===== src/rtl/watch_set_if.sv =====
// Board-side bus of the watch set controller: raw keys, setting switches,
// and the count-enable / load-strobe outputs toward the time registers.
interface watch_set_if;
  logic       mode_btn;
  logic       set_btn;
  logic [5:0] val;
  logic       tick;
  logic       blink;
  logic [1:0] sel;
  logic       ld_hour;
  logic       ld_min;
  logic       ld_sec;
  logic [5:0] ld_val;
  logic       err;

  modport master (
    output mode_btn, set_btn, val,
    input  tick, blink, sel, ld_hour, ld_min, ld_sec, ld_val, err
  );

  modport slave (
    input  mode_btn, set_btn, val,
    output tick, blink, sel, ld_hour, ld_min, ld_sec, ld_val, err
  );
endinterface


===== src/rtl/watch_set_ctrl.sv =====
// Watch time-setting sequencer: key debounce, RUN/SET_* walk, range-checked
// load strobes, 1 Hz tick, half-second blink and inactivity timeout.
//
//   state    | meaning
//   ---------+---------------------------------------------
//   RUN      | time counts; tick enabled, set key ignored
//   SET_HOUR | set key loads hour field (0..23)
//   SET_MIN  | set key loads minute field (0..59)
//   SET_SEC  | set key loads second field (0..59)
module watch_set_ctrl #(
  parameter int CLK_HZ    = 50_000_000,
  parameter int DEBOUNCE  = 500_000,
  parameter int TIMEOUT_S = 10
) (
  input  logic       clk,
  input  logic       reset_n,
  watch_set_if.slave bus
);

  localparam int PS_W = $clog2(CLK_HZ);
  localparam int DB_W = (DEBOUNCE > 0) ? $clog2(DEBOUNCE + 1) : 1;
  localparam int TO_W = $clog2(TIMEOUT_S + 1);

  localparam logic [PS_W-1:0] PS_LAST = PS_W'(CLK_HZ - 1);
  localparam logic [PS_W-1:0] PS_HALF = PS_W'(CLK_HZ / 2 - 1);
  localparam logic [DB_W-1:0] DB_DONE = DB_W'(DEBOUNCE);
  localparam logic [TO_W-1:0] TO_LAST = TO_W'(TIMEOUT_S - 1);

  typedef enum logic [1:0] {
    RUN      = 2'b00,
    SET_HOUR = 2'b01,
    SET_MIN  = 2'b10,
    SET_SEC  = 2'b11
  } state_t;

  state_t          state_q, state_d;
  logic [1:0]      key_raw;
  logic [1:0]      sync1, sync2;
  logic [1:0]      deb, deb_q;
  logic [DB_W-1:0] db_cnt [2];
  logic            mode_press, set_press, press_any;
  logic [PS_W-1:0] pre_q;
  logic            sec_evt;
  logic            blink_q, tick_q;
  logic [TO_W-1:0] to_q, to_d;
  logic [2:0]      ld_q, ld_d;
  logic [5:0]      ld_val_q, ld_val_d;
  logic            err_q, err_d;
  logic [5:0]      limit;
  logic            run_entry;

  assign key_raw    = {bus.set_btn, bus.mode_btn};
  assign mode_press = deb[0] & ~deb_q[0];
  assign set_press  = deb[1] & ~deb_q[1];
  assign press_any  = mode_press | set_press;
  assign sec_evt    = (pre_q == PS_LAST);
  assign limit      = (state_q == SET_HOUR) ? 6'd23 : 6'd59;

  // Key path: 2-flop sync, then accept a new level only after it has held
  // for DEBOUNCE cycles; any bounce back to the old level restarts the count.
  always_ff @(posedge clk) begin
    if (!reset_n) begin
      sync1 <= '0;
      sync2 <= '0;
      deb   <= '0;
      deb_q <= '0;
      for (int k = 0; k < 2; k++) db_cnt[k] <= '0;
    end else begin
      sync1 <= key_raw;
      sync2 <= sync1;
      deb_q <= deb;
      for (int k = 0; k < 2; k++) begin
        if (sync2[k] == deb[k]) begin
          db_cnt[k] <= '0;
        end else if (db_cnt[k] == DB_DONE) begin
          deb[k]    <= sync2[k];
          db_cnt[k] <= '0;
        end else begin
          db_cnt[k] <= db_cnt[k] + DB_W'(1);
        end
      end
    end
  end

  // Prescaler restarts on entry to RUN so the first tick is a full second away.
  always_ff @(posedge clk) begin
    if (!reset_n) begin
      pre_q   <= '0;
      blink_q <= 1'b0;
      tick_q  <= 1'b0;
    end else begin
      if (run_entry || sec_evt) pre_q <= '0;
      else                      pre_q <= pre_q + PS_W'(1);
      if (pre_q == PS_HALF || sec_evt) blink_q <= ~blink_q;
      tick_q <= (state_q == RUN) && sec_evt;
    end
  end

  always_ff @(posedge clk) begin
    if (!reset_n) begin
      state_q  <= RUN;
      to_q     <= '0;
      ld_q     <= '0;
      ld_val_q <= '0;
      err_q    <= 1'b0;
    end else begin
      state_q  <= state_d;
      to_q     <= to_d;
      ld_q     <= ld_d;
      ld_val_q <= ld_val_d;
      err_q    <= err_d;
    end
  end

  always_comb begin
    state_d   = state_q;
    to_d      = to_q;
    ld_d      = 3'b000;
    ld_val_d  = ld_val_q;
    err_d     = err_q;
    run_entry = 1'b0;

    // Set action uses the field of the current state even if mode advances now.
    if (set_press && state_q != RUN) begin
      if (bus.val <= limit) begin
        ld_val_d = bus.val;
        err_d    = 1'b0;
        case (state_q)
          SET_HOUR: ld_d = 3'b001;
          SET_MIN:  ld_d = 3'b010;
          SET_SEC:  ld_d = 3'b100;
          default:  ld_d = 3'b000;
        endcase
      end else begin
        err_d = 1'b1;
      end
    end

    if (mode_press) begin
      case (state_q)
        RUN:      state_d = SET_HOUR;
        SET_HOUR: state_d = SET_MIN;
        SET_MIN:  state_d = SET_SEC;
        default:  state_d = RUN;
      endcase
    end

    if (state_q == RUN) begin
      to_d = '0;
    end else if (press_any) begin
      to_d = '0;
    end else if (sec_evt) begin
      if (to_q == TO_LAST) begin
        to_d    = '0;
        state_d = RUN;
      end else begin
        to_d = to_q + TO_W'(1);
      end
    end

    run_entry = (state_q != RUN) && (state_d == RUN);
  end

  assign bus.sel     = state_q;
  assign bus.tick    = tick_q;
  assign bus.blink   = blink_q;
  assign bus.ld_hour = ld_q[0];
  assign bus.ld_min  = ld_q[1];
  assign bus.ld_sec  = ld_q[2];
  assign bus.ld_val  = ld_val_q;
  assign bus.err     = err_q;

endmodule


===== src/flat_wrapper.sv =====
// flat-port wrapper written by rule: the top's interface ports become plain ports
module watch_set_ctrl_flat 
#(
  parameter int CLK_HZ    = 50_000_000,
  parameter int DEBOUNCE  = 500_000,
  parameter int TIMEOUT_S = 10
)
  (clk, reset_n, bus_mode_btn, bus_set_btn, bus_val, bus_tick, bus_blink, bus_sel, bus_ld_hour, bus_ld_min, bus_ld_sec, bus_ld_val, bus_err);
  watch_set_if bus_i ();
  input  logic clk;
  input  logic reset_n;
  input wire logic [$bits(bus_i.mode_btn)-1:0] bus_mode_btn;
  input wire logic [$bits(bus_i.set_btn)-1:0] bus_set_btn;
  input wire logic [$bits(bus_i.val)-1:0] bus_val;
  output wire logic [$bits(bus_i.tick)-1:0] bus_tick;
  output wire logic [$bits(bus_i.blink)-1:0] bus_blink;
  output wire logic [$bits(bus_i.sel)-1:0] bus_sel;
  output wire logic [$bits(bus_i.ld_hour)-1:0] bus_ld_hour;
  output wire logic [$bits(bus_i.ld_min)-1:0] bus_ld_min;
  output wire logic [$bits(bus_i.ld_sec)-1:0] bus_ld_sec;
  output wire logic [$bits(bus_i.ld_val)-1:0] bus_ld_val;
  output wire logic [$bits(bus_i.err)-1:0] bus_err;
  assign bus_i.mode_btn = bus_mode_btn;
  assign bus_i.set_btn = bus_set_btn;
  assign bus_i.val = bus_val;
  assign bus_tick = bus_i.tick;
  assign bus_blink = bus_i.blink;
  assign bus_sel = bus_i.sel;
  assign bus_ld_hour = bus_i.ld_hour;
  assign bus_ld_min = bus_i.ld_min;
  assign bus_ld_sec = bus_i.ld_sec;
  assign bus_ld_val = bus_i.ld_val;
  assign bus_err = bus_i.err;
  watch_set_ctrl #(.CLK_HZ(CLK_HZ), .DEBOUNCE(DEBOUNCE), .TIMEOUT_S(TIMEOUT_S)) u_core (.clk(clk), .reset_n(reset_n), .bus(bus_i));
endmodule

===== config.mk =====
export PLATFORM = sky130hd
export DESIGN_NAME = watch_set_ctrl_flat
export DESIGN_NICKNAME = d
export VERILOG_FILES = /design/src/rtl/watch_set_if.sv /design/src/rtl/watch_set_ctrl.sv /design/src/flat_wrapper.sv
export SDC_FILE = /design/constraint.sdc
export NUM_CORES = 1
export LEC_CHECK = 0
export CAP_MARGIN = 25
export CORE_ASPECT_RATIO = 0.5
export CORE_MARGIN = 1
export CORE_UTILIZATION = 60
export CTS_CLUSTER_DIAMETER = 150
export CTS_CLUSTER_SIZE = 25
export DETAILED_ROUTE_END_ITERATION = 7
export PLACE_DENSITY = 0.79
export SLEW_MARGIN = 20
export SYNTH_ARGS = -nofsm -noshare
export SYNTH_HDL_FRONTEND = slang
export SYNTH_SLANG_ARGS = --single-unit

===== constraint.sdc =====
create_clock -name clk -period 3 [get_ports clk]
set_input_delay 0.6 -clock clk [delete_from_list [all_inputs] [get_ports clk]]
set_output_delay 0.6 -clock clk [all_outputs]
set_load 0.005 [all_outputs]

== Word-level counts from Yosys, hierarchy flattened ==
Memory sizes are Yosys's and may differ from the RTL's.
Index checks and enable logic that the tools add are counted.
W data, S select, Z words.
Operators by class
  add/sub/neg operators: 4
  $lt $le $gt $ge: 1
  eq/ne operators: 10
  muxes and demuxes: 39
  bitwise operators: 15
  reductions and logical operators: 14
Operators with widths (count)
  $mux W19: 6
  $add A19 B1 Y19 const B: 2
  $eq A19 B19 Y1 const B: 2
  $add A26 B1 Y26 const B: 1
  $eq A26 B25 Y1 const B: 1
  $eq A26 B26 Y1 const B: 1
  $mux W1: 24
  $mux W2: 5
  $pmux W3 S3: 1
  $or A1 B1 Y1: 7
  $le A6 B6 Y1: 1
  $mux W6: 1
  $not A1 Y1: 6
  $pmux W2 S3: 1
  $reduce_and A2 Y1: 3
  $add A4 B1 Y4 const B: 1
  $eq A2 B2 Y1 const B: 2
  $eq A4 B4 Y1 const B: 1
  $logic_not A2 Y1: 2
  $mux W4: 1
  $logic_and A1 B1 Y1: 3
  $reduce_and A3 Y1: 1
  $reduce_or A3 Y1: 1
  $and A1 B1 Y1: 2
  5 further kinds: 7
Word-level totals
  register bits: 52
  RAM bits: 38
  bits of input ports: 10
  memories: 1
Memory list
  u_core.db_cnt: words 2, width 19, rd ports 2, clocked after memory_dff 0, write ports 2, line watch_set_ctrl.sv:40  | logic [DB_W-1:0] db_cnt [2];

== Depth between registers and ports, before layout ==
  word-level depth: 11
  depth in mapped cells: 9
  mapped depth without buffers: 9

== Least setup slack after synthesis ==
No wires, ideal clock.
  kind: flip-flop to flip-flop
  start: mem u_core.db_cnt[0][9] in the netlist's numbering
  end: mem u_core.db_cnt[0][11] in the netlist's numbering, data pin
  library setup time: 0.257 ns
  arrival time: 1.749 ns
  slack: 0.994 ns
  cell stages (with the launch flop): 7
  buffers on the path: 1
  clock period less this slack: 2.006 ns
  cell sequence: edfxtp_1 -> or4_1 -> nor4_1 -> nand4_1 -> nand3_2 -> buf_2 -> nor2_1
RTL lines (line)
  start: declaration: watch_set_ctrl.sv:40

==> results by stage <==
GRT:
- The overall global routing resource usage is 22.72%.
- The largest net degree at the start of global routing is 26.
- The global routing usage on met1 is 28.29%.
- For this run the aggregate overflow at the end of global routing stands at 0.
- The met3 global-route usage is 6.158%.
- In the global route stage, met2 resource usage came out at 38.55%.
- The initial antenna violation count came to 0.
- The most utilized layer in the global route result is met2.
- The number of global-route vias before repair is 3151.
- The global-route wire length before repair is 13750 µm.

Critical path:
- The worst register-to-register path begins at u_core.db_cnt[1][4].
- The type of the worst setup path is reg -> reg.
- The biggest fanout along the worst timing path is 19.
- The critical path contains buffers and inverters numbering 0 combined.
- The worst setup path is captured at a register.
- The required arrival time at the worst endpoint is 3060 ps.
- The worst register-to-register path has a depth of 5.
- Counting buffers and inverters, the worst setup path is 5 cells deep.
- In this design, the stage delay of the slowest critical-path cell is 580 ps.
- The standard cell with the maximum stage delay on the critical path is sky130_fd_sc_hd__or3_1.
- The critical register-to-register path endpoint is u_core.db_cnt[1][5].
- Traced cell by cell, the critical path runs through nor4b_1 -> nand2_1 -> nor4_1 -> or3_1 -> nor2_1.
- The critical path launch point type is a register.
- The worst reg-to-reg setup slack is 640 ps.
- The cell family contributing the most delay on the critical path is simple AND/OR/NAND/NOR gates.
- The worst path arrival time is 2420 ps.

Placed design:
- The routability-driven placement congestion ratio is 0.8232.
- The post-place instance area is 4791 µm².
- The sum of net half-perimeters after detailed placement is 5470 µm.
- The number of placed instances, taps included is 600.
- Before CTS, the worst setup slack after placement is 552.0 ps.
- The number of buffers inserted by port buffering is 23.

Die:
- In this run the horizontal extent of the chip is 122.7 µm.
- The standard cell core area is 6858 µm².
- The die height is 62.37 µm.
- The overall die area is 7654 µm².
- The initial core utilization is 63.77%.
- In this run the count of I/O pins placed on the die edge is 24.
- The number of core rows is 21.

Synth:
- The number of enable flip-flop cells after synthesis is 38.
- Sequential cells were found to cover 49.90% of the synthesized design area.
- The post-synthesis cell type count is 43.
- For this run, the leading register cell type out of synthesis is sky130_fd_sc_hd__dfxtp_1.
- Yosys attributes the largest share of cell area to sky130_fd_sc_hd__edfxtp_1, sky130_fd_sc_hd__dfxtp_1, sky130_fd_sc_hd__nor2_1.
- After technology mapping, the gate count stands at 459.
- Dividing the synthesized area by the synthesized cell count gives 9.527 µm².
- The area fraction of the dominant cell type after synthesis is 26.09%.
- For this run, the number of Yosys warnings is 0.
- After synthesis, the share of flip-flops with an asynchronous set or reset is 0%.
- In this run the cell area of the synthesized design comes to 4373 µm².
- The cell type with the highest aggregate area in the netlist is sky130_fd_sc_hd__edfxtp_1.
- Synthesis inferred 90 register bits.

Worst hold path:
- The startpoint identified for the worst hold timing path is u_core.sync1[1].
- The worst min-delay path endpoint is u_core.sync2[1].
- The path class of the lowest-slack min-delay path is reg -> reg.
- Along the worst hold path, the cell count comes to 1.

Route:
- Once detail routing completed, the nets flagged for antenna violations numbered 0.
- In the routed design, unresolved DRC markers number 0.
- The violation count after the first detailed-route iteration is 148.
- The final wirelength is 7801 µm.
- In the routed layout, each cell is associated on average with a via count of 5.258.
- In the final routed layout, each cell accounts on average for 12.66 µm.
- The number of vias in the routed layout is 3239.
- The pre-antenna-repair detailed-routing pass consisted of 5 iterations.

Status:
- The flow ran to the end, and the final reports show no timing, DRC or antenna violations.

STA:
- The maximum frequency from static timing analysis is 424.6 MHz.
- Setup repair after global routing left no endpoint under its margin.
- The worst slew margin relative to its limit is 47.76%.
- The smallest clock period supported by the final layout is computed as 2355 ps.
- The final number of max-transition violations was 0.
- After layout, the worst setup slack is 644.9 ps.
- In the final timing run, aggregate negative setup slack is 0 ps.
- Between clock sinks in the finished design, the worst skew comes to 9.061 ps.
- The fraction of the cycle the final worst path needs is 78.50%.
- The final count of negative-setup-slack endpoints is 0.
- The number of hold violations in the final report came to 0.
- The actual slew at the worst max-slew pin is 776.5 ps.

Clock tree:
- The tree is rooted in a sky130_fd_sc_hd__clkbuf_16.
- The number of clock buffers added by TritonCTS is 9.
- The clock passes through at most 2 buffers.
- Buffers inserted to repair hold after CTS numbered 0.
- The H-tree depth reported by CTS is 3.
- In this run, post-CTS repair resized a total of 0 instances.
- The clock-pin slew reported for the worst setup and hold paths after clock tree synthesis is 70 ps.
- TritonCTS built the clock tree.
- CTS saw 90 sinks.
- The number of post-CTS setup repair buffers is 0.
- The clock latency on the worst-skew pair is 340 ps.

Finish:
- After routing the design area is 5070 µm².
- The repair_antennas step left the layout with diodes totalling 0.
- The layout cell share with drive strength beyond 1 is 4.008%.
- The post-layout instance count excluding filler cells is 616.
- The layout net count is 541.
- The area growth from synthesis to layout is 15.94%.

Run:
- Max-cap violations in this run came to 0.

Power and ir drop:
- The design draws 2.478 mW.
- Dividing total power by cell area gives a power density of 488.7 nW/µm².
- The leakage power is 1.820 nW.
- The highest ir drop seen on vdd is 0.0003508 V.
## cells in the final DEF (no fill, tap or decap), types with 4 or more instances in the layout
cell / n
sky130_fd_sc_hd__dfxtp_1: 52
sky130_fd_sc_hd__ha_1: 12
sky130_fd_sc_hd__mux2i_1: 4
sky130_fd_sc_hd__and3_1: 13
sky130_fd_sc_hd__nor3_1: 7
sky130_fd_sc_hd__nand4_1: 17
sky130_fd_sc_hd__nor4b_1: 4
sky130_fd_sc_hd__nor4_1: 12
sky130_fd_sc_hd__xor2_1: 27
sky130_fd_sc_hd__clkdlybuf4s50_1: 23
sky130_fd_sc_hd__xnor2_1: 34
sky130_fd_sc_hd__conb_1: 38
sky130_fd_sc_hd__nand2_1: 31
sky130_fd_sc_hd__and2_1: 6
sky130_fd_sc_hd__a21oi_1: 5
sky130_fd_sc_hd__nor2b_1: 5
sky130_fd_sc_hd__and4_1: 4
sky130_fd_sc_hd__inv_1: 20
sky130_fd_sc_hd__clkbuf_16: 9
sky130_fd_sc_hd__nor2_1: 91
sky130_fd_sc_hd__edfxtp_1: 38
sky130_fd_sc_hd__o21ai_0: 5
sky130_fd_sc_hd__nand3_1: 33
## stage by stage
| step | utilization [%] | hold slack [ps] |
|---|---|---|
| 4_1_cts | 73.93 | 427.0 |
| 5_1_grt | 73.93 | 444.6 |
| 6_report | 73.93 | 424.6 |
| 3_5_place_dp | 69.86 | 420.0 |
| 3_3_place_gp | 69.86 | 412.8 |
| 2_1_floorplan | - | 411.9 |
## final cells by class
class,instances,area (µm²)
multi-input cells,373,2173
fillers,504,1788
repair buffers,25,245.2
well taps,92,115.1
clock inverters,5,46.29
clock buffers,11,232.7
flip-flops and latches,90,2182
inverters,20,75.07
## cell usage after synthesis (2+ instances only)
cell type and instances:
sky130_fd_sc_hd__nor3_1 7, sky130_fd_sc_hd__inv_1 20, sky130_fd_sc_hd__nand3_1 33, sky130_fd_sc_hd__or4_1 2
sky130_fd_sc_hd__nand4_1 17, sky130_fd_sc_hd__dfxtp_1 52, sky130_fd_sc_hd__a31oi_1 2, sky130_fd_sc_hd__xor2_1 27
sky130_fd_sc_hd__buf_2 5, sky130_fd_sc_hd__nor2b_1 5, sky130_fd_sc_hd__nor3b_1 3, sky130_fd_sc_hd__and4_1 4
sky130_fd_sc_hd__o21ai_0 5, sky130_fd_sc_hd__xnor2_1 34, sky130_fd_sc_hd__and3_1 13, sky130_fd_sc_hd__edfxtp_1 38
sky130_fd_sc_hd__nand2_1 31, sky130_fd_sc_hd__mux2i_1 4, sky130_fd_sc_hd__and2_1 6, sky130_fd_sc_hd__clkbuf_1 4
sky130_fd_sc_hd__nor4b_1 4, sky130_fd_sc_hd__nor4_1 12, sky130_fd_sc_hd__or3_1 2, sky130_fd_sc_hd__buf_6 3
sky130_fd_sc_hd__or2_2 3, sky130_fd_sc_hd__a21oi_1 5, sky130_fd_sc_hd__nor2_1 91, sky130_fd_sc_hd__ha_1 12
## routing by layer
metal | up-vias | wire length, µm
li1 | 1666 | -
met1 | 1495 | 3525
met2 | 66 | 3909
met3 | 12 | 285
met4 | 0 | 81
met5 | - | 0
## report_power, final
| part | total, mW | switching, mW | internal, mW |
|---|---|---|---|
| clock network | 1.06 | 0.422 | 0.635 |
| logic | 0.0866 | 0.0481 | 0.0385 |
| registers | 1.33 | 0.0299 | 1.30 |
## how the worst max path moves through the flow
stage	from	endpoint	slack (ps)
CTS	u_core.db_cnt[1][4]	u_core.db_cnt[1][5]	680
detailed placement	bus_val[3]	u_core.bus.ld_val[0]	550
global route	u_core.db_cnt[1][4]	u_core.db_cnt[1][15]	520
finish	u_core.db_cnt[1][4]	u_core.db_cnt[1][5]	640
global placement	bus_val[3]	u_core.bus.ld_val[1]	690
floorplan	u_core.db_cnt[0][9]	u_core.db_cnt[0][11]	990
## state kept, by name, summed over array words and instances (netlist names)
register,cells
u_core.to_q,4
u_core.sync2,2
u_core.pre_q,26
u_core.bus.tick,1
u_core.bus.ld_val,6
u_core.deb,2
u_core.ld_q,3
u_core.bus.sel,2
u_core.db_cnt,38
u_core.bus.blink,1
u_core.bus.err,1
u_core.sync1,2
u_core.deb_q,2
## cells by family (layout without fill, tap and decap cells)
group	after synthesis	count (layout)	synth area share, %
AO/OA/AOI/OAI	18	18	2.518
buffers and inverters	33	61	3.576
flip-flops	90	90	49.90
XOR/XNOR	61	61	12.22
multiplexers	5	5	1.173
adder cells (fa/ha/maj)	12	12	3.433
other	1	38	0.08575
AND/OR/NAND/NOR	239	239	27.10
(Power assumes the default switching activity.)
